===== src/rtl/pipe_skid_reg.sv =====
// Two-entry elastic pipeline register (main + skid), valid/ready on both sides, synchronous flush.
// Latency 1 cycle, 1 word/cycle; in_ready is registered-state decode only, so no out_ready->in_ready path.
module pipe_skid_reg #(
  parameter int WIDTH = 32
) (
  input  logic             clk,
  input  logic             rst,
  input  logic             in_valid,
  output logic             in_ready,
  input  logic [WIDTH-1:0] in_data,
  input  logic             flush,
  output logic             out_valid,
  input  logic             out_ready,
  output logic [WIDTH-1:0] out_data,
  output logic [1:0]       count
);

  typedef enum logic [1:0] {
    EMPTY = 2'd0,
    ONE   = 2'd1,
    FULL  = 2'd2
  } state_t;

  state_t           state_q;
  state_t           state_d;
  logic [WIDTH-1:0] main_q;
  logic [WIDTH-1:0] skid_q;
  logic             accept;
  logic             pop;

  assign accept   = in_valid & in_ready;
  assign pop      = out_valid & out_ready;
  assign out_data = main_q;

  always_ff @(posedge clk) begin
    if (!rst) begin
      state_q <= EMPTY;
    end else begin
      state_q <= state_d;
    end
  end

  always_comb begin
    state_d = state_q;
    if (flush) begin
      state_d = EMPTY;
    end else begin
      case (state_q)
        EMPTY:   if (accept) state_d = ONE;
        ONE: begin
          if (accept && !pop)      state_d = FULL;
          else if (!accept && pop) state_d = EMPTY;
        end
        FULL:    if (pop) state_d = ONE;
        default: state_d = EMPTY;
      endcase
    end
  end

  always_comb begin
    out_valid = (state_q != EMPTY);
    in_ready  = rst & (state_q != FULL);
    case (state_q)
      ONE:     count = 2'd1;
      FULL:    count = 2'd2;
      default: count = 2'd0;
    endcase
  end

  // A word accepted while one is held and not leaving goes to skid; otherwise it lands in main.
  always_ff @(posedge clk) begin
    if (!rst || flush) begin
      main_q <= '0;
      skid_q <= '0;
    end else begin
      case (state_q)
        EMPTY: if (accept) main_q <= in_data;
        ONE: begin
          if (accept && pop)       main_q <= in_data;
          else if (accept && !pop) skid_q <= in_data;
        end
        FULL:  if (pop) main_q <= skid_q;
        default: ;
      endcase
    end
  end

endmodule

===== config.mk =====
export PLATFORM = sky130hd
export DESIGN_NAME = pipe_skid_reg
export DESIGN_NICKNAME = d
export VERILOG_FILES = /design/src/rtl/pipe_skid_reg.sv
export SDC_FILE = /design/constraint.sdc
export NUM_CORES = 1
export LEC_CHECK = 0
export BUFFER_PORTS_ARGS = -buffer_cell sky130_fd_sc_hd__buf_2
export CAP_MARGIN = 40
export CORE_ASPECT_RATIO = 2
export CORE_MARGIN = 1
export CORE_UTILIZATION = 35
export CTS_BUF_LIST = sky130_fd_sc_hd__clkbuf_4
export CTS_CLUSTER_DIAMETER = 120
export DETAILED_ROUTE_END_ITERATION = 16
export GPL_TIMING_DRIVEN = 0
export SYNTH_ARGS = -nofsm -noshare
export SYNTH_HDL_FRONTEND = slang
export SYNTH_SLANG_ARGS = --single-unit

===== constraint.sdc =====
create_clock -name clk -period 2.92 [get_ports clk]
set_clock_uncertainty 0.05 [all_clocks]
set_input_delay 0.146 -clock clk [delete_from_list [all_inputs] [get_ports clk]]
set_output_delay 0.146 -clock clk [all_outputs]
set_load 0.005 [all_outputs]

# [Yosys cells after proc, flatten, opt, wreduce, memory -nomap -nowiden]
# Index checks and enable logic that the tools add are counted.
[op_classes] eq_ne=7 mux=10 bitwise=5 n_reduce_logical=14
[op_table] op="32-bit 2-to-1 mux" n=3
[op_table] op="32-bit case mux with 3 select lines" n=1
[op_table] op="2-bit 2-to-1 mux" n=4
[op_table] op="2-bit inequality test, second input constant" n=4
[op_table] op="2-bit case mux with 3 select lines" n=1
[op_table] op="3-bit AND reduction" n=2
[op_table] op="2-bit case mux with 2 select lines" n=1
[op_table] op="4-bit AND reduction" n=1
[op_table] op="1-bit bitwise AND" n=3
[op_table] op="1-bit logical AND" n=3
[op_table] op="1-bit logical NOT" n=3
[op_table] op="3-bit inequality test, second input constant" n=1
[op_table] op="3-bit nonzero test" n=1
[op_table] op="2-bit by 1-bit == test with 1-bit output, second input constant" n=1
[op_table] op="2-bit == test, second input constant" n=1
[op_table] op="2-bit logical NOT" n=1
[op_table] op="1-bit NOT" n=2
[op_table] op="2-bit nonzero test" n=1
[op_table] op="2-bit OR reduction" n=1
[op_table] op="1-bit logical OR" n=1
[totals] reg_bits=66 input_bits=37 output_inout_bits=36 elab_cells=39

# [Logic depth before layout (Yosys ltp)]
[logic_depth] word_depth=8 mapped_depth=11 depth_no_buf=7

# [Least setup slack after synthesis]
# OpenSTA, ideal clock, no wires.
[synth_path] path_kind="reg-to-reg" startpoint="register state_q[0]" endpoint="register main_q[10] (netlist: out_data[10])" setup_ps=81 t_arrival_ps=2368 t_required_ps=2789 slack_ps=420 path_stages_with_launch=12 n_path_buf=5 period_less_slack_ps=2500 cell_sequence="dfxtp_1 nand2b_1 buf_2 buf_1 and3_1 ha_1 and3b_1 clkbuf_1 or3_1 buf_2 buf_6 a211oi_2"
[synth_between] elab_chain_cells=6 word_cells_on_any_way=15 classes_between="eq/ne (6); mux (1); bitwise (3); reduce/logical (5)"
[synth_rtl] element="start, declared" line_no="24" text="state_t state_q;"
[synth_rtl] element="start signal, assigned" line_no="39" text="state_q <= state_d;"
[synth_rtl] element="2-bit inequality test" line_no="62" text="in_ready = rst & (state_q != FULL);"
[synth_rtl] element="1-bit bitwise AND" line_no="62"
[synth_rtl] element="1-bit bitwise AND" line_no="31" text="assign accept = in_valid & in_ready;"
[synth_rtl] element="1-bit logical AND" line_no="79" text="if (accept && pop) main_q <= in_data;"
[synth_rtl] element="2-bit inequality test (no source line)"
[synth_rtl] element="4-bit AND reduction (no source line)"
[synth_rtl] element="end signal, assigned" line_no="77" text="EMPTY: if (accept) main_q <= in_data;"
[synth_rtl] element="end signal, assigned" line_no="79"
[synth_rtl] element="end signal, assigned" line_no="82" text="FULL: if (pop) main_q <= skid_q;"
[synth_rtl] element="end, declared" line_no="26" text="logic [WIDTH-1:0] main_q;"
# Several ways; a longest one is shown, not always the timed one.
# A chain may end at the register's enable or synchronous reset.

# [Final worst setup path]
[layout_path] startpoint="register state_q[0]" endpoint="register main_q[13] (netlist: out_data[13])"
# The elaborated chain is that of the path after synthesis.

==> impl_metrics.yaml <==
timing:
  setup_viol: 0
  fmax_mhz: 373
  final_hold_viol_count: 0
  fin_ws_ns: 0.236
  worst_slew_pin_slew_ns: 0.758
  whs_ns: 0.271
  slew_headroom_pct: 49.5
  final_max_slew_viol_count: 0
  grt_setup_unrepaired: "false"
  period_minus_slack_ns: 2.68
  fin_crit_sh_pct: 91.9
floorplanning:
  initial_core_util_pct: 35.7
  fp-row-count: 47
  die_h_um: 132
  coreArea_mm2: 0.00823
  die_width_um: 66.8
  die-area_mm2: 0.00879
  design.portCount: 73
global_routing:
  grt_max_degree: 19
  grt_antenna_before_repair: 1
  grt_pass1_vias: 2620
  overflow: 0
  track_usage_pct: 19.6
  grt_first_pass_wirelength_um: 12800
setup_path:
  crit_fanout: 18
  path_buf_inv: 3
  crit_chain: "nand2b_1, buf_2, and3_1, ha_1, and3b_1, clkbuf_1, clkbuf_1, nor4_1, a211oi_2"
  ff2ff_setup_slack_ns: 0.24
  cp.required_ns: 3.22
  setup.worst_path.end_class: "register"
  critical_path_arrival_ns: 2.98
  crit_top_cell: "clkbuf_1"
  crit_family: "buffers and inverters"
  critPathKind: "register to register"
  r2r-start: "state_q[0]"
  worst_path_max_delay_cell: "dfxtp_1"
  reg2reg_depth: 9
  start_kind: "register"
  r2r_end: "out_data[13]"
  max_stage_delay_ns: 0.45
layout:
  syn_to_final_growth_pct: 33.0
  fin_nets: 467
  final_common_cell: "buf_2"
  layout_common_cells: "77 x buf_2, 66 x dfxtp_1, 65 x nand2_1"
  layout-drive-gt1-share_pct: 29.3
  final.fill_count: 835
clock_tree:
  cts_setup_buffers: 0
  cts_buffers: 9
  clock-root-buffer: "clkbuf_4"
  cts_tree: "yes"
  clock_latency_ns: 0.43
  htree_num_levels: 3
  cts_sinks: 66
  path_clk_slew_ns: 0.11
  cts_buffer_depth: 2
route:
  wl_um: 7800
  routedWlPerCell_um: 14.7
  drtIter0Drc: 80
  viasPerCell: 5.03
  vias: 2677
  drc: 0
  drtAntennaViolNets: 0
  dr.pass1.iters: 4
flow_run:
  cap_violations: 0
power_and_ir_drop:
  leakagePower_nw: 1.72
  vdd_drop_max_uv: 308
  cellPowerDensity_mw_per_mm2: 467
place:
  dp_hpwl_um: 5630
  port_buffers: 72
  routabilityCongestion: 0.796
  dp_slack_ns: -0.151
worst_hold_path:
  holdPathStages: 5
  hold_path_end: "state_q[0]"
  hp-start: "in_valid"
  holdCritPathClass: "input port to register"
outcome:
  outcome: "completed"
yosys:
  syn_nets: 352
  ys_seq_elements: 66
  synth_area_mm2: 0.00294
  ys_seq_area_share_pct: 44.9
  synth_warnings: 0
  syn_inst: 313
  syn_avg_cell_area_um2: 9.39
  yosysUniqueCellTypes: 24
## flip-flops by register name, summed over array words and instances, names as in the netlist
name and count:
state_q 2, skid_q 32, out_data 32
## how the worst max path moves through the flow
stage | slack [ns] | to | from | cells after the start
3_5_place_dp | -0.15 | out_data[27] | state_q[0] | 10
6_report | 0.24 | out_data[13] | state_q[0] | 9
2_1_floorplan | 0.42 | out_data[10] | state_q[0] | 11
3_3_place_gp | -0.08 | out_data[20] | state_q[0] | 10
4_1_cts | 0.20 | out_data[27] | state_q[0] | 9
5_1_grt | 0.06 | out_data[4] | state_q[0] | 9
## layout make-up
class	instances	area, µm²	area share (%)
multi-input cells	211	1460	37.2
well taps	98	123	3.14
flip-flops and latches	66	1320	33.8
clock inverters	6	81.3	2.08
inverters	2	7.51	0.192
repair buffers	105	691	17.7
clock buffers	10	75.1	1.92
diodes	1	2.50	0.0640
plain buffers	33	154	3.94
## through the flow
step / instances / setup TNS, ns / power, W / utilization [%] / instance area, µm²
CTS: 531 / 0 / 0.00185 / 47.4 / 3910
finish: 532 / 0 / 0.00183 / 47.5 / 3910
floorplan: 313 / 0 / 0.00106 / - / 2940
detailed placement: 483 / -2.99 / 0.00113 / 41.6 / 3420
global placement: 483 / -1.54 / 0.00113 / 41.6 / 3420
global route: 532 / 0 / 0.00191 / 47.5 / 3910
## layer usage
metal / share of wire, % / up-vias / wire, µm / global-route usage [%]
met5: 0 / - / 0 / 0
met4: 2.8 / 0 / 222 / 10.0
met3: 3.2 / 15 / 253 / 3.91
met2: 53 / 60 / 4170 / 34.0
met1: 40 / 1245 / 3150 / 21.4
li1: - / 1357 / - / -
## worst min-delay path, cell delays in order
cell	delay, ns
buf_2	0.08
and3_1	0.17
ha_1	0.17
a211oi_1	0.07
nor2_1	0.08
## logic make-up (layout without fill, tap and decap cells)
| family | Yosys count | after routing | synth area share (%) |
|---|---|---|---|
| fa+ha+maj | 2 | 2 | 0.851 |
| mux | 32 | 32 | 10.9 |
| simple gates | 111 | 111 | 18.5 |
| compound gates | 66 | 66 | 19.3 |
| other cells | 0 | 1 | 0 |
| flops | 66 | 66 | 44.9 |
| buf+inv | 36 | 156 | 5.57 |
## cell usage after synthesis (all sizes together)
| cell type | n | share of area (%) |
|---|---|---|
| and3 | 1 | 0.21 |
| dfxtp | 66 | 45 |
| nand2b | 2 | 0.43 |
| and3b | 3 | 0.89 |
| nand2 | 65 | 8.3 |
| o22a | 1 | 0.30 |
| buf | 10 | 2.3 |
| and2b | 1 | 0.26 |
| or2 | 1 | 0.21 |
| mux2i | 32 | 11 |
| nand3b | 1 | 0.26 |
| and2 | 1 | 0.21 |
| nor2 | 2 | 0.26 |
| and4bb | 1 | 0.43 |
| ha | 2 | 0.85 |
| clkbuf | 24 | 3.1 |
| or3 | 1 | 0.21 |
| a21oi | 32 | 5.4 |
| a211oi | 33 | 14 |
| inv | 2 | 0.26 |
| nor4 | 32 | 6.8 |
## report_power, final
part | internal (W) | total [W] | leakage, nW | switching, W
sequential | 0.000917 | 0.000927 | 0.534 | 0.0000102
combinational | 0.000107 | 0.000215 | 1.10 | 0.000107
clock | 0.000351 | 0.000685 | 0.0838 | 0.000334
## timing repair
item                                    4_1_cts  5_1_grt
endpoints found under the setup margin       60        2
resized for setup                             0        2
hold endpoints to repair                     33        0
cloned                                        0        0
hold buffers                                 33        0
Note: power is estimated with default switching activity, not from simulation.
